<file path="config.mk">
export PLATFORM = sky130hd
export DESIGN_NAME = can_tx_mailbox_arb
export DESIGN_NICKNAME = d
export VERILOG_FILES = /design/src/rtl/can_pkg.sv /design/src/rtl/can_prio_sel.sv /design/src/rtl/can_tx_mailbox_arb.sv
export SDC_FILE = /design/constraint.sdc
export NUM_CORES = 1
export LEC_CHECK = 0
export CAP_MARGIN = 20
export CORE_ASPECT_RATIO = 0.5
export CORE_MARGIN = 5
export CORE_UTILIZATION = 40
export CTS_BUF_LIST = sky130_fd_sc_hd__clkbuf_8
export DETAILED_ROUTE_END_ITERATION = 6
export PLACE_DENSITY = 0.85
export SYNTH_ARGS = -nofsm -noshare
export SYNTH_HDL_FRONTEND = slang
export SYNTH_SLANG_ARGS = --single-unit
</file>
<file path="constraint.sdc">
create_clock -name clk -period 4.35 [get_ports clk]
set_input_delay 0.6525 -clock clk [delete_from_list [all_inputs] [get_ports clk]]
set_output_delay 0.6525 -clock clk [all_outputs]
set_load 0.01 [all_outputs]
</file>
<file path="src/rtl/can_pkg.sv">
// Shared CAN transmit definitions: field widths, scheduler FSM states and
// the DLC clamp helper used when a frame is captured for can_tx.
package can_pkg;

  localparam int unsigned CAN_ID_W    = 11;
  localparam int unsigned CAN_DLC_W   = 4;
  localparam int unsigned CAN_DATA_W  = 64;
  localparam int unsigned CAN_MAX_DLC = 8;

  typedef enum logic [1:0] {
    ST_IDLE      = 2'd0,
    ST_LAUNCH    = 2'd1,
    ST_WAIT_BUSY = 2'd2,
    ST_WAIT_DONE = 2'd3
  } tx_state_e;

  // Classic CAN carries at most 8 data bytes; larger codes map to 8.
  function automatic logic [CAN_DLC_W-1:0] clamp_dlc(input logic [CAN_DLC_W-1:0] dlc);
    return (dlc > CAN_DLC_W'(CAN_MAX_DLC)) ? CAN_DLC_W'(CAN_MAX_DLC) : dlc;
  endfunction

endpackage

</file>
<file path="src/rtl/can_prio_sel.sv">
// Combinational arbitration among requesting mailboxes: lowest ID wins,
// equal IDs resolve to the lowest mailbox index.
//  req       in   NUM_MB           request vector
//  id        in   NUM_MB*CAN_ID_W  packed IDs, mailbox i at [i*11 +: 11]
//  win_idx   out  IDX_W            winning mailbox index
//  win_valid out  1                at least one request present
module can_prio_sel
  import can_pkg::*;
#(
  parameter int unsigned NUM_MB = 4,
  parameter int unsigned IDX_W  = $clog2(NUM_MB)
) (
  input  logic [NUM_MB-1:0]          req,
  input  logic [NUM_MB*CAN_ID_W-1:0] id,
  output logic [IDX_W-1:0]           win_idx,
  output logic                       win_valid
);

  logic [CAN_ID_W-1:0] best_id;

  // Strict less-than keeps the earlier (lower) index on ID ties.
  always_comb begin
    best_id   = '1;
    win_idx   = '0;
    win_valid = 1'b0;
    for (int i = 0; i < int'(NUM_MB); i++) begin
      if (req[i] && (!win_valid || (id[i*CAN_ID_W +: CAN_ID_W] < best_id))) begin
        best_id   = id[i*CAN_ID_W +: CAN_ID_W];
        win_idx   = IDX_W'(i);
        win_valid = 1'b1;
      end
    end
  end

endmodule

</file>
<file path="src/rtl/can_tx_mailbox_arb.sv">
// Transmit mailbox scheduler in front of can_tx: picks the highest-priority
// pending mailbox, launches it, supervises busy/done and returns ack or err.
//  clk, rst             clock, asynchronous active-high reset
//  mb_req/id/dlc/data   host mailbox requests and packed frame fields
//  mb_ack, mb_err       one-cycle per-mailbox completion / timeout pulses
//  grant                one-hot owner of can_tx, 0 when idle
//  tx_start/id/dlc/data frame launch interface to can_tx
//  tx_busy, tx_done     can_tx status
module can_tx_mailbox_arb
  import can_pkg::*;
#(
  parameter int unsigned NUM_MB   = 4,
  parameter int unsigned BUSY_TMO = 16,
  parameter int unsigned DONE_TMO = 4096
) (
  input  logic                         clk,
  input  logic                         rst,
  input  logic [NUM_MB-1:0]            mb_req,
  input  logic [NUM_MB*CAN_ID_W-1:0]   mb_id,
  input  logic [NUM_MB*CAN_DLC_W-1:0]  mb_dlc,
  input  logic [NUM_MB*CAN_DATA_W-1:0] mb_data,
  output logic [NUM_MB-1:0]            mb_ack,
  output logic [NUM_MB-1:0]            mb_err,
  output logic [NUM_MB-1:0]            grant,
  output logic                         tx_start,
  output logic [CAN_ID_W-1:0]          tx_id,
  output logic [CAN_DLC_W-1:0]         tx_dlc,
  output logic [CAN_DATA_W-1:0]        tx_data,
  input  logic                         tx_busy,
  input  logic                         tx_done
);

  localparam int unsigned IDX_W = $clog2(NUM_MB);
  localparam int unsigned TMR_W = $clog2(DONE_TMO) + 1;

  tx_state_e            state;
  logic [TMR_W-1:0]     timer;
  logic [IDX_W-1:0]     win_idx;
  logic                 win_valid;
  logic [CAN_ID_W-1:0]  sel_id;
  logic [CAN_DLC_W-1:0] sel_dlc;
  logic [CAN_DATA_W-1:0] sel_data;

  can_prio_sel #(
    .NUM_MB (NUM_MB),
    .IDX_W  (IDX_W)
  ) u_prio_sel (
    .req       (mb_req),
    .id        (mb_id),
    .win_idx   (win_idx),
    .win_valid (win_valid)
  );

  // Fields of the current arbitration winner.
  always_comb begin
    sel_id   = mb_id[int'(win_idx)*CAN_ID_W +: CAN_ID_W];
    sel_dlc  = clamp_dlc(mb_dlc[int'(win_idx)*CAN_DLC_W +: CAN_DLC_W]);
    sel_data = mb_data[int'(win_idx)*CAN_DATA_W +: CAN_DATA_W];
  end

  // Scheduler FSM; grant doubles as the one-hot for the ack/err pulse.
  always_ff @(posedge clk or posedge rst) begin
    if (rst) begin
      state    <= ST_IDLE;
      timer    <= '0;
      mb_ack   <= '0;
      mb_err   <= '0;
      grant    <= '0;
      tx_start <= 1'b0;
      tx_id    <= '0;
      tx_dlc   <= '0;
      tx_data  <= '0;
    end else begin
      mb_ack   <= '0;
      mb_err   <= '0;
      tx_start <= 1'b0;
      case (state)
        ST_IDLE: begin
          if (win_valid) begin
            grant    <= NUM_MB'(1) << win_idx;
            tx_id    <= sel_id;
            tx_dlc   <= sel_dlc;
            tx_data  <= sel_data;
            tx_start <= 1'b1;
            state    <= ST_LAUNCH;
          end
        end
        ST_LAUNCH: begin
          timer <= '0;
          state <= ST_WAIT_BUSY;
        end
        ST_WAIT_BUSY: begin
          // A fast can_tx may finish before busy is ever observed.
          if (tx_done) begin
            mb_ack <= grant;
            grant  <= '0;
            state  <= ST_IDLE;
          end else if (tx_busy) begin
            timer <= '0;
            state <= ST_WAIT_DONE;
          end else if (timer >= TMR_W'(BUSY_TMO - 1)) begin
            mb_err <= grant;
            grant  <= '0;
            state  <= ST_IDLE;
          end else if (timer != '1) begin
            timer <= timer + TMR_W'(1);
          end
        end
        ST_WAIT_DONE: begin
          if (tx_done) begin
            mb_ack <= grant;
            grant  <= '0;
            state  <= ST_IDLE;
          end else if (timer >= TMR_W'(DONE_TMO - 1)) begin
            mb_err <= grant;
            grant  <= '0;
            state  <= ST_IDLE;
          end else if (timer != '1) begin
            timer <= timer + TMR_W'(1);
          end
        end
        default: state <= ST_IDLE;
      endcase
    end
  end

endmodule

</file>
==> results.md, run 1 <==
- Syn_area_per_cell: 8.520 um^2
- Crit Path Max Fanout: 10
- Port buffer count: 415
- Placement Setup Slack: -2579 ps
- Slew @ Worst Pin: 1177 ps
- Die height: 104.9 um
- ANT nets after route: 0
- Hold_ws: 533.9 ps
- Crit. Startpoint: mb_req[0]
- Violated checks: negative setup slack
- Skew-Pair Late Insertion Delay: 400 ps
- Final hold vios: 0
- Static leakage: 6.108 nW
- Slowest CP cell: a221oi_1
- TritonCTS buffer count: 9
- Syn Std Cell Area: 7199 um^2
- Routed wire length: 49.38 mm
- Nets@finish: 1741
- Seq/Total Area, Yosys: 0.3719
- Fmax: 150.9 MHz
- Chip width: 199.7 um
- RSZ-0062 raised after global routing: yes
- Fraction of registers with async set/reset: 1.000
- Finished Core Util: 0.8801
- Crit path capture type: register
- Layout Skew: 16.45 ps
- Total grt overflow: 0
- I/O Pins: 416
- Endpoints failing setup: 83
- Clock sink count: 107
- Worst hold path type: reg -> reg
- Critical R2R Launch: state[1]
- Number of synthesized flops with an enable pin: 0
- Post-DP HPWL: 27.59 mm
- Global-route wire length before repair: 62.96 mm
- Full die area: 20940 um^2
- Fin crit period: 6626 ps
- Most used cell, CP: buf_6
- Multi-input logic area: 6118 um^2
- Total GRT Usage: 0.3863
- CP arrival: 6870 ps
- Area growth, synth to finish: 114.3%
- Share of cells above drive strength 1: 0.3254
- Clock slew at reported path FFs: 120 ps
- Most frequent cells in the layout: 396 x clkdlybuf4s50_1, 115 x buf_4, 108 x nor2_1
- Most common cell after layout, fill and taps aside: clkdlybuf4s50_1
- Clk root buf: clkbuf_8
- Max-cap violations: 0
- Starting DRC count in detailed routing: 1204
- Netlist cell types: 62
- Yosys reg bits: 107
- Vias: 11140
- H-tree depth: 3
- Crit Path Class: in -> reg
- Initial antenna violation count: 4
- Worst vdd ir: 0.0003220 V
- CTS tree: done
- Syn Nets: 1199
- DRC viols: 0
- Status: complete, but fails checks
- Tcrit/Tclk final: 1.523
- First-pass DRT Iterations: 6
- CP peak stage delay: 800 ps
- Row count: 34
- Ys flop type: dfrtp_1
- Relative slew slack: 0.2073
- Core ar.: 17530 um^2
- Via-per-instance ratio: 6.841
- Hold-fix buffer count after cts: 0
- Sum of negative setup slack: -141050 ps
- Final Worst Setup Slack: -2276 ps
- Starting Density: 0.4108
- Synth warn: 0
- Hold Crit Start: tx_dlc[3]
- Gpl congestion: 0.9244
- Filler Cells Inserted: 756
- Final-report max-slew violation count: 0
- Post-synthesis cell count: 845
- Startpoint types: input pin
- Power, Total: 7.398 mW
- Largest net degree at the start of global routing: 101
- Number of global-route vias before repair: 10680
- CP required: 4590 ps
- Power density over the cells: 479.5 nW/um^2
- Longest Clk Path Bufs: 2
- FF/Latch Area: 2678 um^2
- Average routed wire per standard cell: 30.33 um
[cells by family after synthesis]
family | Yosys count | synth area share
adders and majority gates | 30 | 0.05214
DFF | 107 | 0.3719
and+or+nand+nor | 222 | 0.1427
buffers and inverters | 87 | 0.04901
xor gates and xnor gates | 9 | 0.01199
muxes | 13 | 0.01825
AOI/OAI and AO/OA | 377 | 0.3540
[cells in the mapped netlist, types with 6 or more instances]
cell        n  area [um^2]
o22ai_1   123        769.5
nor2_1    114        427.9
dfrtp_1   107         2678
a221oi_1   74        648.1
o21ai_0    59        295.3
clkbuf_1   54        202.7
a21oi_1    41        205.2
nand2_1    32        120.1
ha_1       30        375.4
o21ai_1    23        115.1
inv_1      17        63.81
buf_2      15        75.07
and3_1     13        81.33
and2_1     12        75.07
mux2i_1    12        120.1
nor2b_1    11        68.82
nor3_1      9        45.04
nand3_1     8        40.04
xnor2_1     7        61.31
o211ai_1    6        45.04
[layer usage]
layer | GRT usage | vias up | wire length [um]
li1 | - | 4400 | -
met1 | 0.4595 | 5270 | 16390
met2 | 0.6567 | 1071 | 23240
met3 | 0.1016 | 394 | 5782
met4 | 0.1754 | 2 | 3954
met5 | 0 | - | 17
[through the flow]
stage,cell area [um^2],std cells
2_1_floorplan,7777,845
3_3_place_gp,12690,1539
3_5_place_dp,12690,1539
4_1_cts,14660,1613
5_1_grt,15430,1628
6_report,15430,1628
[state kept, by name (all words and copies together) (netlist names)]
name	flops
grant	4
mb_ack	4
mb_err	4
state	2
timer	13
tx_data	64
tx_dlc	4
tx_id	11
tx_start	1
[worst max-delay path, delay by kind of cell]
kind                       cells  cell delay (ps)
adders and majority gates      3              850
AOI/OAI and AO/OA             16             3510
and+or+nand+nor                7             1110
buffers and inverters          6              740
[worst paths after layout]
check	end	slack (ps)	cells past startpoint
setup / recovery	tx_data[33]	-2280	32
hold / removal	tx_dlc[3]	530	1
setup reg to reg	tx_data[30]	1290	5
hold reg to reg	tx_dlc[3]	530	1
max in group asynchronous	tx_data[54]	2660	3
min in group asynchronous	tx_data[4]	800	2
[where the power goes]
part / total (mW) / switching [mW] / internal [mW]
clock: 0.637 / 0.411 / 0.226
sequential: 1.69 / 0.331 / 1.36
combinational: 5.07 / 2.68 / 2.40
total: 7.40 / 3.42 / 3.98
[cell type report]
class	instances	share of cell area
Tap cell	234	0.01898
Clock inverter	6	0.002514
Antenna cell	2	0.0003244
Timing Repair Buffer	597	0.3946
Multi-Input combinational cell	655	0.3966
Sequential cell	107	0.1736
Inverter	17	0.004461
Clock buffer	10	0.008922
[repair_timing]
item	in CTS	in global routing
gates cloned	16	2
pin swaps	136	91
endpoints found under the setup margin	83	83
hold endpoints to repair	0	0
gates resized for setup	249	124
buffers inserted	43	18
Note: power is estimated with default switching activity, not from simulation.
==> inputs of run 2 (changes only) <==
- CELL_PAD_IN_SITES_DETAIL_PLACEMENT: default -> 1
- CELL_PAD_IN_SITES_GLOBAL_PLACEMENT: default -> 1
- CORE_UTILIZATION: 40 -> 27
- PLACE_DENSITY: 0.85 -> 0.83
==> run 2 against run 1 <==
  * The flow still finishes with violations (negative setup slack)
  * Via count up 0.51%
  * Non-clock buffer count increased by 14
  * Core utilization decreased by 27 points
  * Count of clock-buffer cells in the layout decreased by 1
  * Setup slack improved by 270 ps
  * Combinational power is 9.1% higher
  * Largest power group unchanged
  * Register-to-register slack got worse by 20 ps
  * Sequential share of layout area down 0.82 points
==> results.md, run 2 (synthesis results as in run 1) <==
- Worst vdd ir: 0.0003530 V
- Fin crit period: 6360 ps
- H-tree depth: 3
- Longest Clk Path Bufs: 2
- Via-per-instance ratio: 6.360
- TritonCTS buffer count: 9
- Total grt overflow: 0
- Critical path buffer and inverter count: 5
- Gpl congestion: 0.9005
- Most common cell after layout, fill and taps aside: clkdlybuf4s50_1
- Filler Cells Inserted: 2720
- Fmax: 157.2 MHz
- Initial antenna violation count: 4
- First-pass DRT Iterations: 5
- Skew-Pair Late Insertion Delay: 450 ps
- Crit path capture type: register
- Static leakage: 6.391 nW
- Port buffer count: 415
- Clock sink count: 107
- Area growth, synth to finish: 124.9%
- Endpoints failing setup: 83
- Row count: 42
- Status: complete, but fails checks
- Power, Total: 8.014 mW
- Final hold vios: 0
- Biggest register: tx_data
- Chip width: 240.9 um
- Most frequent cells in the layout: 395 x clkdlybuf4s50_1, 108 x buf_4, 107 x dfrtp_1
- CP peak stage delay: 420 ps
- Largest net degree at the start of global routing: 90
- Nets@finish: 1755
- CTS tree: done
- Hold Crit Start: tx_id[1]
- Largest regs: tx_data: 64 flops, timer: 13 flops, tx_id: 11 flops
- RSZ-0062 raised after global routing: yes
- Power density over the cells: 495.0 nW/um^2
- I/O Pins: 416
- Met1 usage: 0.3602
- Starting Density: 0.2735
- Global Route met2 Usage: 0.5769
- Violated checks: negative setup slack
- Relative slew slack: 0.4009
- Hold-fix buffer count after cts: 0
- Tcrit/Tclk final: 1.462
- Average routed wire per standard cell: 34.43 um
- Clk root buf: clkbuf_8
- Crit Path Class: in -> reg
- Die height: 125.5 um
- Global-route wire length before repair: 74.49 mm
- CP required: 4660 ps
- Placed cell count: 1644
- Critical R2R Launch: timer[0]
- Slew @ Worst Pin: 898.7 ps
- Crit Path Max Fanout: 8
- Share of cells above drive strength 1: 0.3682
- Slowest CP cell: dlygate4sd2_1
- Final-report max-slew violation count: 0
- Vias: 11190
- Max-cap violations: 0
- Routed wire length: 60.60 mm
- Startpoint types: input pin
- Final Worst Setup Slack: -2010 ps
- Post-DP HPWL: 31.42 mm
- Layout Skew: 24.47 ps
- Number of global-route vias before repair: 11670
- Crit. Startpoint: mb_id[20]
- ANT nets after route: 0
- Starting DRC count in detailed routing: 1053
- Fin cells: 1760
- Gr busiest metal: met2
- Core ar.: 26330 um^2
- Cell family with most CP delay: compound AO/OA/AOI/OAI gates
- Worst hold path type: reg -> reg
- CP arrival: 6670 ps
- Total GRT Usage: 0.3255
- Placement Setup Slack: -2579 ps
- DRC viols: 0
- Grt met3 use: 0.08141
- Finished Core Util: 0.6149
- Max FFs per register: 64
- Full die area: 30230 um^2
- Clock slew at reported path FFs: 110 ps
run 2: cell types whose count changed in the layout (fill, tap and decap cells not counted), moves of 9 or more:
cell,before,now
o21ai_2,8,48
ha_1,20,11
o21ai_0,42,19
buf_16,8,17
o22ai_1,58,72
ha_4,9,18
o21ai_1,31,10
o22ai_4,21,6
run 2: final timing paths:
path / slack (ps) / depth (start not counted) / end
setup reg to reg: 1270 / 9 / timer[3]
min in group asynchronous: 750 / 2 / grant[2]
hold / removal: 560 / 2 / tx_id[1]
setup / recovery: -2010 / 29 / tx_data[50]
hold reg to reg: 560 / 2 / tx_id[1]
max in group asynchronous: 2780 / 3 / timer[12]
run 2: repair_timing:
action	CTS	global route
setup buffers	51	26
endpoints found under the setup margin	83	83
gates resized for setup	275	188
pin swaps	123	129
gates cloned	22	7
run 2: routing by layer:
layer / vias up / share of wire
met1: 5617 / 0.37
li1: 4436 / -
met2: 796 / 0.48
met4: 2 / 0.074
met3: 343 / 0.080
met5: - / 0.00018
run 2: final cells by class:
class | count | area (um^2) | share of cell area
antenna | 4 | 10.01 | 0.0006183
clock buffer | 9 | 123.9 | 0.007652
clock inverter | 5 | 72.57 | 0.004483
inverter | 17 | 68.82 | 0.004251
multi-input combinational | 655 | 6335 | 0.3913
sequential | 107 | 2678 | 0.1654
tap | 352 | 440.4 | 0.02721
timing repair buffer | 611 | 6460 | 0.3991
run 2: worst register-to-register path: stages (launching register included):
cell and delay (ps):
dfrtp_1 470, ha_1 270, a21oi_1 200, nor2_1 130
nor2_1 200, nor2_1 90, o31ai_1 470, nand2_1 470
or3_1 490, a21oi_1 210
run 2: stage by stage:
step	hold slack, ps	instance area, um^2	setup TNS, ps
floorplan	516.8	7777	-120300
detailed placement	504.9	12800	-202160
global placement	495.7	12800	-182210
global route	580.3	16190	-163110
CTS	532.8	14900	-108470
finish	559.2	16190	-157010
run 2: power breakdown:
group	leakage (nW)	total [mW]	internal (mW)	switching, mW
combinational	5.07	5.53	2.58	2.95
sequential	1.22	1.75	1.36	0.391
clock	0.108	0.735	0.314	0.421
total	6.39	8.01	4.25	3.76
